`config.mk`:
```
export PLATFORM = sky130hd
export DESIGN_NAME = spi_command_queue
export DESIGN_NICKNAME = d
export VERILOG_FILES = /design/src/rtl/spi_command_queue.sv
export SDC_FILE = /design/constraint.sdc
export NUM_CORES = 1
export LEC_CHECK = 0
export CORE_UTILIZATION = 29
export DETAILED_ROUTE_END_ITERATION = 8
export GPL_TIMING_DRIVEN = 0
export SLEW_MARGIN = 15
export SYNTH_ARGS = -nofsm -noshare
export SYNTH_HDL_FRONTEND = slang
export SYNTH_SLANG_ARGS = --single-unit
```
`constraint.sdc`:
```
create_clock -name clk -period 5.1 [get_ports clk]
set_clock_uncertainty 0.2 [all_clocks]
set_input_delay 0.765 -clock clk [delete_from_list [all_inputs] [get_ports clk]]
set_output_delay 0.765 -clock clk [all_outputs]
set_load 0.02 [all_outputs]
```
`src/rtl/spi_command_queue.sv`:
```
// Purpose: ingress stage between the spi receiver and game_executioner: capture handshake, parity filter, command FIFO, game tick.
// Latency: a word is evaluated 3 clk edges after spi_data_valid rises; a pushed word reaches the FIFO head on that same edge.
// Backpressure: cmd_valid/cmd_ready on the consumer side; a word that arrives with the FIFO full and no pop that cycle is dropped and counted.
//
// Ports:
//   clk, reset_n                  single clock, asynchronous active-low reset
//   spi_data, spi_data_valid      word from spi (valid is asynchronous, held until spi_clear)
//   spi_clear                     clear request back to spi, high from evaluation until valid is seen low
//   cmd_data, cmd_valid, cmd_ready  FIFO head, consumer handshake
//   tick_enable, game_tick        gated tick generator, one-cycle pulse every TICK_DIV enabled cycles
//   fifo_level                    current occupancy
//   accepted_count, dropped_count saturating telemetry
module spi_command_queue #(
    parameter int DATA_WIDTH   = 8,
    parameter int DEPTH        = 4,
    parameter int PARITY_CHECK = 1,
    parameter int TICK_DIV     = 4096,
    parameter int COUNT_WIDTH  = 8
) (
    input  logic                     clk,
    input  logic                     reset_n,
    input  logic [DATA_WIDTH-1:0]    spi_data,
    input  logic                     spi_data_valid,
    output logic                     spi_clear,
    output logic [DATA_WIDTH-1:0]    cmd_data,
    output logic                     cmd_valid,
    input  logic                     cmd_ready,
    input  logic                     tick_enable,
    output logic                     game_tick,
    output logic [$clog2(DEPTH):0]   fifo_level,
    output logic [COUNT_WIDTH-1:0]   accepted_count,
    output logic [COUNT_WIDTH-1:0]   dropped_count
);

    localparam int PTR_W  = $clog2(DEPTH);
    localparam int LVL_W  = PTR_W + 1;
    localparam int TICK_W = (TICK_DIV > 1) ? $clog2(TICK_DIV) : 1;

    localparam logic [PTR_W-1:0]       PTR_ONE   = 1;
    localparam logic [LVL_W-1:0]       LVL_ONE   = 1;
    localparam logic [LVL_W-1:0]       LVL_FULL  = LVL_W'(DEPTH);
    localparam logic [COUNT_WIDTH-1:0] CNT_ONE   = 1;
    localparam logic [TICK_W-1:0]      TICK_ONE  = 1;
    localparam logic [TICK_W-1:0]      TICK_LAST = TICK_W'(TICK_DIV - 1);

    typedef enum logic {
        IDLE,
        CLEAR
    } state_t;

    state_t                  state;
    logic                    valid_meta;
    logic                    valid_sync;

    logic [DATA_WIDTH-1:0]   mem [DEPTH];
    logic [PTR_W-1:0]        rd_ptr;
    logic [PTR_W-1:0]        wr_ptr;
    logic [PTR_W-1:0]        last_ptr;
    logic [LVL_W-1:0]        level;

    logic [TICK_W-1:0]       tick_cnt;

    logic                    parity_ok;
    logic                    evaluate;
    logic                    pop;
    logic                    push;
    logic                    drop;

    // spi_data is only looked at while the synchronized valid is high, by which
    // time it has been stable for at least two cycles, so only valid is synchronized.
    always_ff @(posedge clk or negedge reset_n) begin
        if (!reset_n) begin
            valid_meta <= 1'b0;
            valid_sync <= 1'b0;
        end else begin
            valid_meta <= spi_data_valid;
            valid_sync <= valid_meta;
        end
    end

    always_comb begin
        parity_ok = (PARITY_CHECK == 0) || (^spi_data == 1'b0);
        evaluate  = (state == IDLE) && valid_sync;
        pop       = cmd_valid && cmd_ready;
        // A pop in the same cycle frees the slot, so a full FIFO can still accept.
        push      = evaluate && parity_ok && ((level < LVL_FULL) || pop);
        drop      = evaluate && !push;
    end

    // Head decode. When empty, the slot just behind rd_ptr holds the last word
    // popped (or the reset zero), and writes never target it while empty.
    always_comb begin
        last_ptr   = rd_ptr - PTR_ONE;
        cmd_valid  = (level != '0);
        fifo_level = level;
        cmd_data   = cmd_valid ? mem[rd_ptr] : mem[last_ptr];
    end

    // Capture handshake: one evaluation per valid assertion, clear held until
    // the spi block has visibly released valid.
    always_ff @(posedge clk or negedge reset_n) begin
        if (!reset_n) begin
            state     <= IDLE;
            spi_clear <= 1'b0;
        end else begin
            case (state)
                IDLE: begin
                    if (valid_sync) begin
                        spi_clear <= 1'b1;
                        state     <= CLEAR;
                    end
                end
                CLEAR: begin
                    if (!valid_sync) begin
                        spi_clear <= 1'b0;
                        state     <= IDLE;
                    end
                end
                default: begin
                    spi_clear <= 1'b0;
                    state     <= IDLE;
                end
            endcase
        end
    end

    // Circular buffer; DEPTH is a power of two so pointers wrap naturally.
    always_ff @(posedge clk or negedge reset_n) begin
        if (!reset_n) begin
            for (int i = 0; i < DEPTH; i++) begin
                mem[i] <= '0;
            end
            rd_ptr <= '0;
            wr_ptr <= '0;
            level  <= '0;
        end else begin
            if (push) begin
                mem[wr_ptr] <= spi_data;
                wr_ptr      <= wr_ptr + PTR_ONE;
            end
            if (pop) begin
                rd_ptr <= rd_ptr + PTR_ONE;
            end
            if (push && !pop) begin
                level <= level + LVL_ONE;
            end else if (pop && !push) begin
                level <= level - LVL_ONE;
            end
        end
    end

    always_ff @(posedge clk or negedge reset_n) begin
        if (!reset_n) begin
            accepted_count <= '0;
            dropped_count  <= '0;
        end else begin
            if (push && (accepted_count != '1)) begin
                accepted_count <= accepted_count + CNT_ONE;
            end
            if (drop && (dropped_count != '1)) begin
                dropped_count <= dropped_count + CNT_ONE;
            end
        end
    end

    // game_tick is registered on the wrap, so it is high the cycle after the
    // counter's last value; pausing clears it after any in-flight pulse.
    always_ff @(posedge clk or negedge reset_n) begin
        if (!reset_n) begin
            tick_cnt  <= '0;
            game_tick <= 1'b0;
        end else if (tick_enable) begin
            if (tick_cnt == TICK_LAST) begin
                tick_cnt  <= '0;
                game_tick <= 1'b1;
            end else begin
                tick_cnt  <= tick_cnt + TICK_ONE;
                game_tick <= 1'b0;
            end
        end else begin
            game_tick <= 1'b0;
        end
    end

endmodule

```
==> impl_metrics.ini <==
[finish]
area_growth_pct = 26.5
drive_gt1_share_pct = 18.3
mostFrequentLayoutCells = dfrtp_1, clkdlybuf4s50_1, mux2_2, nand2_1, xnor2_1
nFillCells = 1234
fin_nets = 401
diodes = 0
design_area_um2 = 4680
layout_commonest_cell = dfrtp_1

[floorplanning]
rows = 40
coreArea_um2 = 12200
io_pins = 43
die_x_um = 115
die_area_um2 = 13200
initial_utilization_pct = 30.3
die-height_um = 115

[drt]
wl_per_cell_um = 14.6
drt-total-wl_um = 8040
num_vias = 2676
firstDrtPassIters = 4
wl_met2_um = 3850
drt-initial-drc-count = 99
wl_met1_um = 3680
met3_length_um = 401
vias_per_cell = 4.86
topRoutingLayerUsed = met4
ant_nets = 0
drc_errors = 0

[grt]
grt_max_degree = 43
grt_pass1_vias = 2677
grt_use_total_pct = 13.4
antenna_found_initial = 0
grt_pass1_wl_um = 13600
overflow = 0

[synth]
synth_cell_types = 39
synth_cells = 324
ys_seq_area_share_pct = 48.7
syn_area_um2 = 3700
ys_warn_count = 0
synth_seq_cells = 72
syn_area_per_cell_um2 = 11.4
yosysTopAreaCellShare_pct = 48.7
synth_top_area_cell = dfrtp_1
syn_nets = 347
synth_area_leaders = dfrtp_1, mux2_2, xnor2_1

[critical_path]
startpoint_type = register
r2r_end = fifo_level[2]$_DFFE_PN0P_
crit_required_ns = 4.14
crit_chain = nor3_2 -> inv_1 -> nand2b_1 -> clkbuf_1 -> o221ai_1 -> o21a_1 -> a21oi_1 -> clkdlybuf4s50_1
startpoint = fifo_level[0]$_DFFE_PN0P_
rrSetupSlack_ns = 2.16
path_class = reg -> out
worst-r2r-cell-count = 10
worstReg2RegStart = fifo_level[0]$_DFFE_PN0P_
crit_path_max_fanout = 9
cp-end-kind = output port
crit_end = cmd_data[3]
crit_slowest_cell = clkdlybuf4s50_1
crit_arrival_ns = 3.10
max_stage_delay_ns = 0.65

[place]
port-buffer-count = 42
place.gp.congestion = 0.780
dp_hpwl_um = 5510
dpl_cell_area_um2 = 4350
preCtsSetupSlack_ns = 1.25

[sta]
final_max_slew_viol_count = 0
fin_tns_setup_ns = 0
finalSetupViolations = 0
slew_headroom_pct = 54.2
max_freq_ghz = 0.246
hold_viol = 0
finalCriticalPeriod_ns = 4.06
rsz0062_at_grt = false
tightest_slew_ns = 0.683
fin_ws_ns = 1.04
finalCritPeriodShare_pct = 79.7

[cts]
cts_buffer_depth = 2
cts_resized = 0
hold_buffers = 0
cts_tree = built
post_cts_buffers = 0
cts-root-buf = clkbuf_16
clk_latency_ns = 0.33
cts_made_buffers = 9
clock-sinks = 72
htreeDepth = 3
clk_pin_slew_worst_paths_ns = 0.06

[status]
outcome = complete, no violations

[min_path]
hp-class = reg -> reg
holdPathStages = 0

[pwr]
totalPowerFinal_mw = 3.01
vdd_ir_drop_max_mv = 0.242
power.leakage_nw = 1.98
power_density_nw_per_um2 = 643

[job]
maxCapViolations = 0
## routing by layer
layer	vias up	track usage, %
met1	1332	17.1
met2	64	21.6
li1	1270	-
met4	0	4.94
met5	-	0
met3	10	3.95
## stage by stage
step,hold slack [ns],instances,util [%]
floorplan,0.131,324,-
global placement,0.138,534,35.5
detailed placement,0.138,535,35.6
CTS,0.151,551,38.3
global route,0.162,551,38.3
finish,0.148,551,38.3
## state kept, by name (all words and copies together) (netlist names)
register,cells
mem,32
fifo_level,3
spi_clear,1
dropped_count,8
valid_sync,1
valid_meta,1
tick_cnt,12
state,1
wr_ptr,2
game_tick,1
accepted_count,8
rd_ptr,2
## worst max-delay path, delay by kind of cell (launching register included)
family                 cells  cell delay [ns]
buffers and inverters      3             1.13
flip-flops                 1             0.45
AO/OA/AOI/OAI              3             0.51
AND/OR/NAND/NOR            2             0.69
## worst min path at each step
stage                                     from                   end  slack [ns]
after floorplan           valid_meta$_DFF_PN0_  valid_sync$_DFF_PN0_        0.13
after global placement    valid_meta$_DFF_PN0_  valid_sync$_DFF_PN0_        0.14
after detailed placement  valid_meta$_DFF_PN0_  valid_sync$_DFF_PN0_        0.14
after CTS                 valid_meta$_DFF_PN0_  valid_sync$_DFF_PN0_        0.15
after global routing      valid_meta$_DFF_PN0_  valid_sync$_DFF_PN0_        0.16
final                     valid_meta$_DFF_PN0_  valid_sync$_DFF_PN0_        0.15
## power breakdown
part           internal (mW)  switching (mW)  total, mW
combinational          0.664           0.689       1.35
clock                  0.443           0.245      0.688
sequential             0.790           0.178      0.968
## synth_stat cells
master and n:
a21oi_1 15, a21oi_2 1, a31oi_1 1, and2_1 2, and3_1 5, buf_1 2, buf_4 1, buf_6 1
clkbuf_1 11, dfrtp_1 72, fa_1 1, ha_1 9, inv_1 8, mux2_1 6, mux2_2 33, mux2_4 8
mux2i_1 1, nand2_1 25, nand2b_1 5, nand3_1 8, nand3_2 3, nand3_4 1, nand4_1 7, nor2_1 16
nor3_1 3, nor3_2 1, nor3b_1 3, nor4_1 2, o21a_1 8, o21ai_0 2, o21ai_1 2, o221ai_1 8
o22ai_1 9, o31ai_1 9, or2_2 1, or3_1 1, xnor2_1 17, xnor2_2 2, xor2_1 14
## area by class of cell
cell class / instances / area, um^2 / share of cell area [%]
Multi-Input combinational cell: 229 / 1800 / 38.5
Sequential cell: 72 / 1800 / 38.5
Timing Repair Buffer: 43 / 438 / 9.35
Clock buffer: 10 / 239 / 5.10
Tap cell: 168 / 210 / 4.49
Clock inverter: 6 / 92.6 / 1.98
Buffer: 15 / 67.6 / 1.44
Inverter: 8 / 30.0 / 0.641
## cells by family after synthesis
| kind of cell | share of synthesized area (%) |
|---|---|
| AO/OA/AOI/OAI | 9.83 |
| XOR/XNOR | 8.21 |
| adder cells (fa/ha/maj) | 3.58 |
| buffers and inverters | 2.64 |
| flip-flops | 48.7 |
| multiplexers | 15.4 |
| AND/OR/NAND/NOR | 11.7 |
No activity file was read; power rests on OpenSTA's default activity.
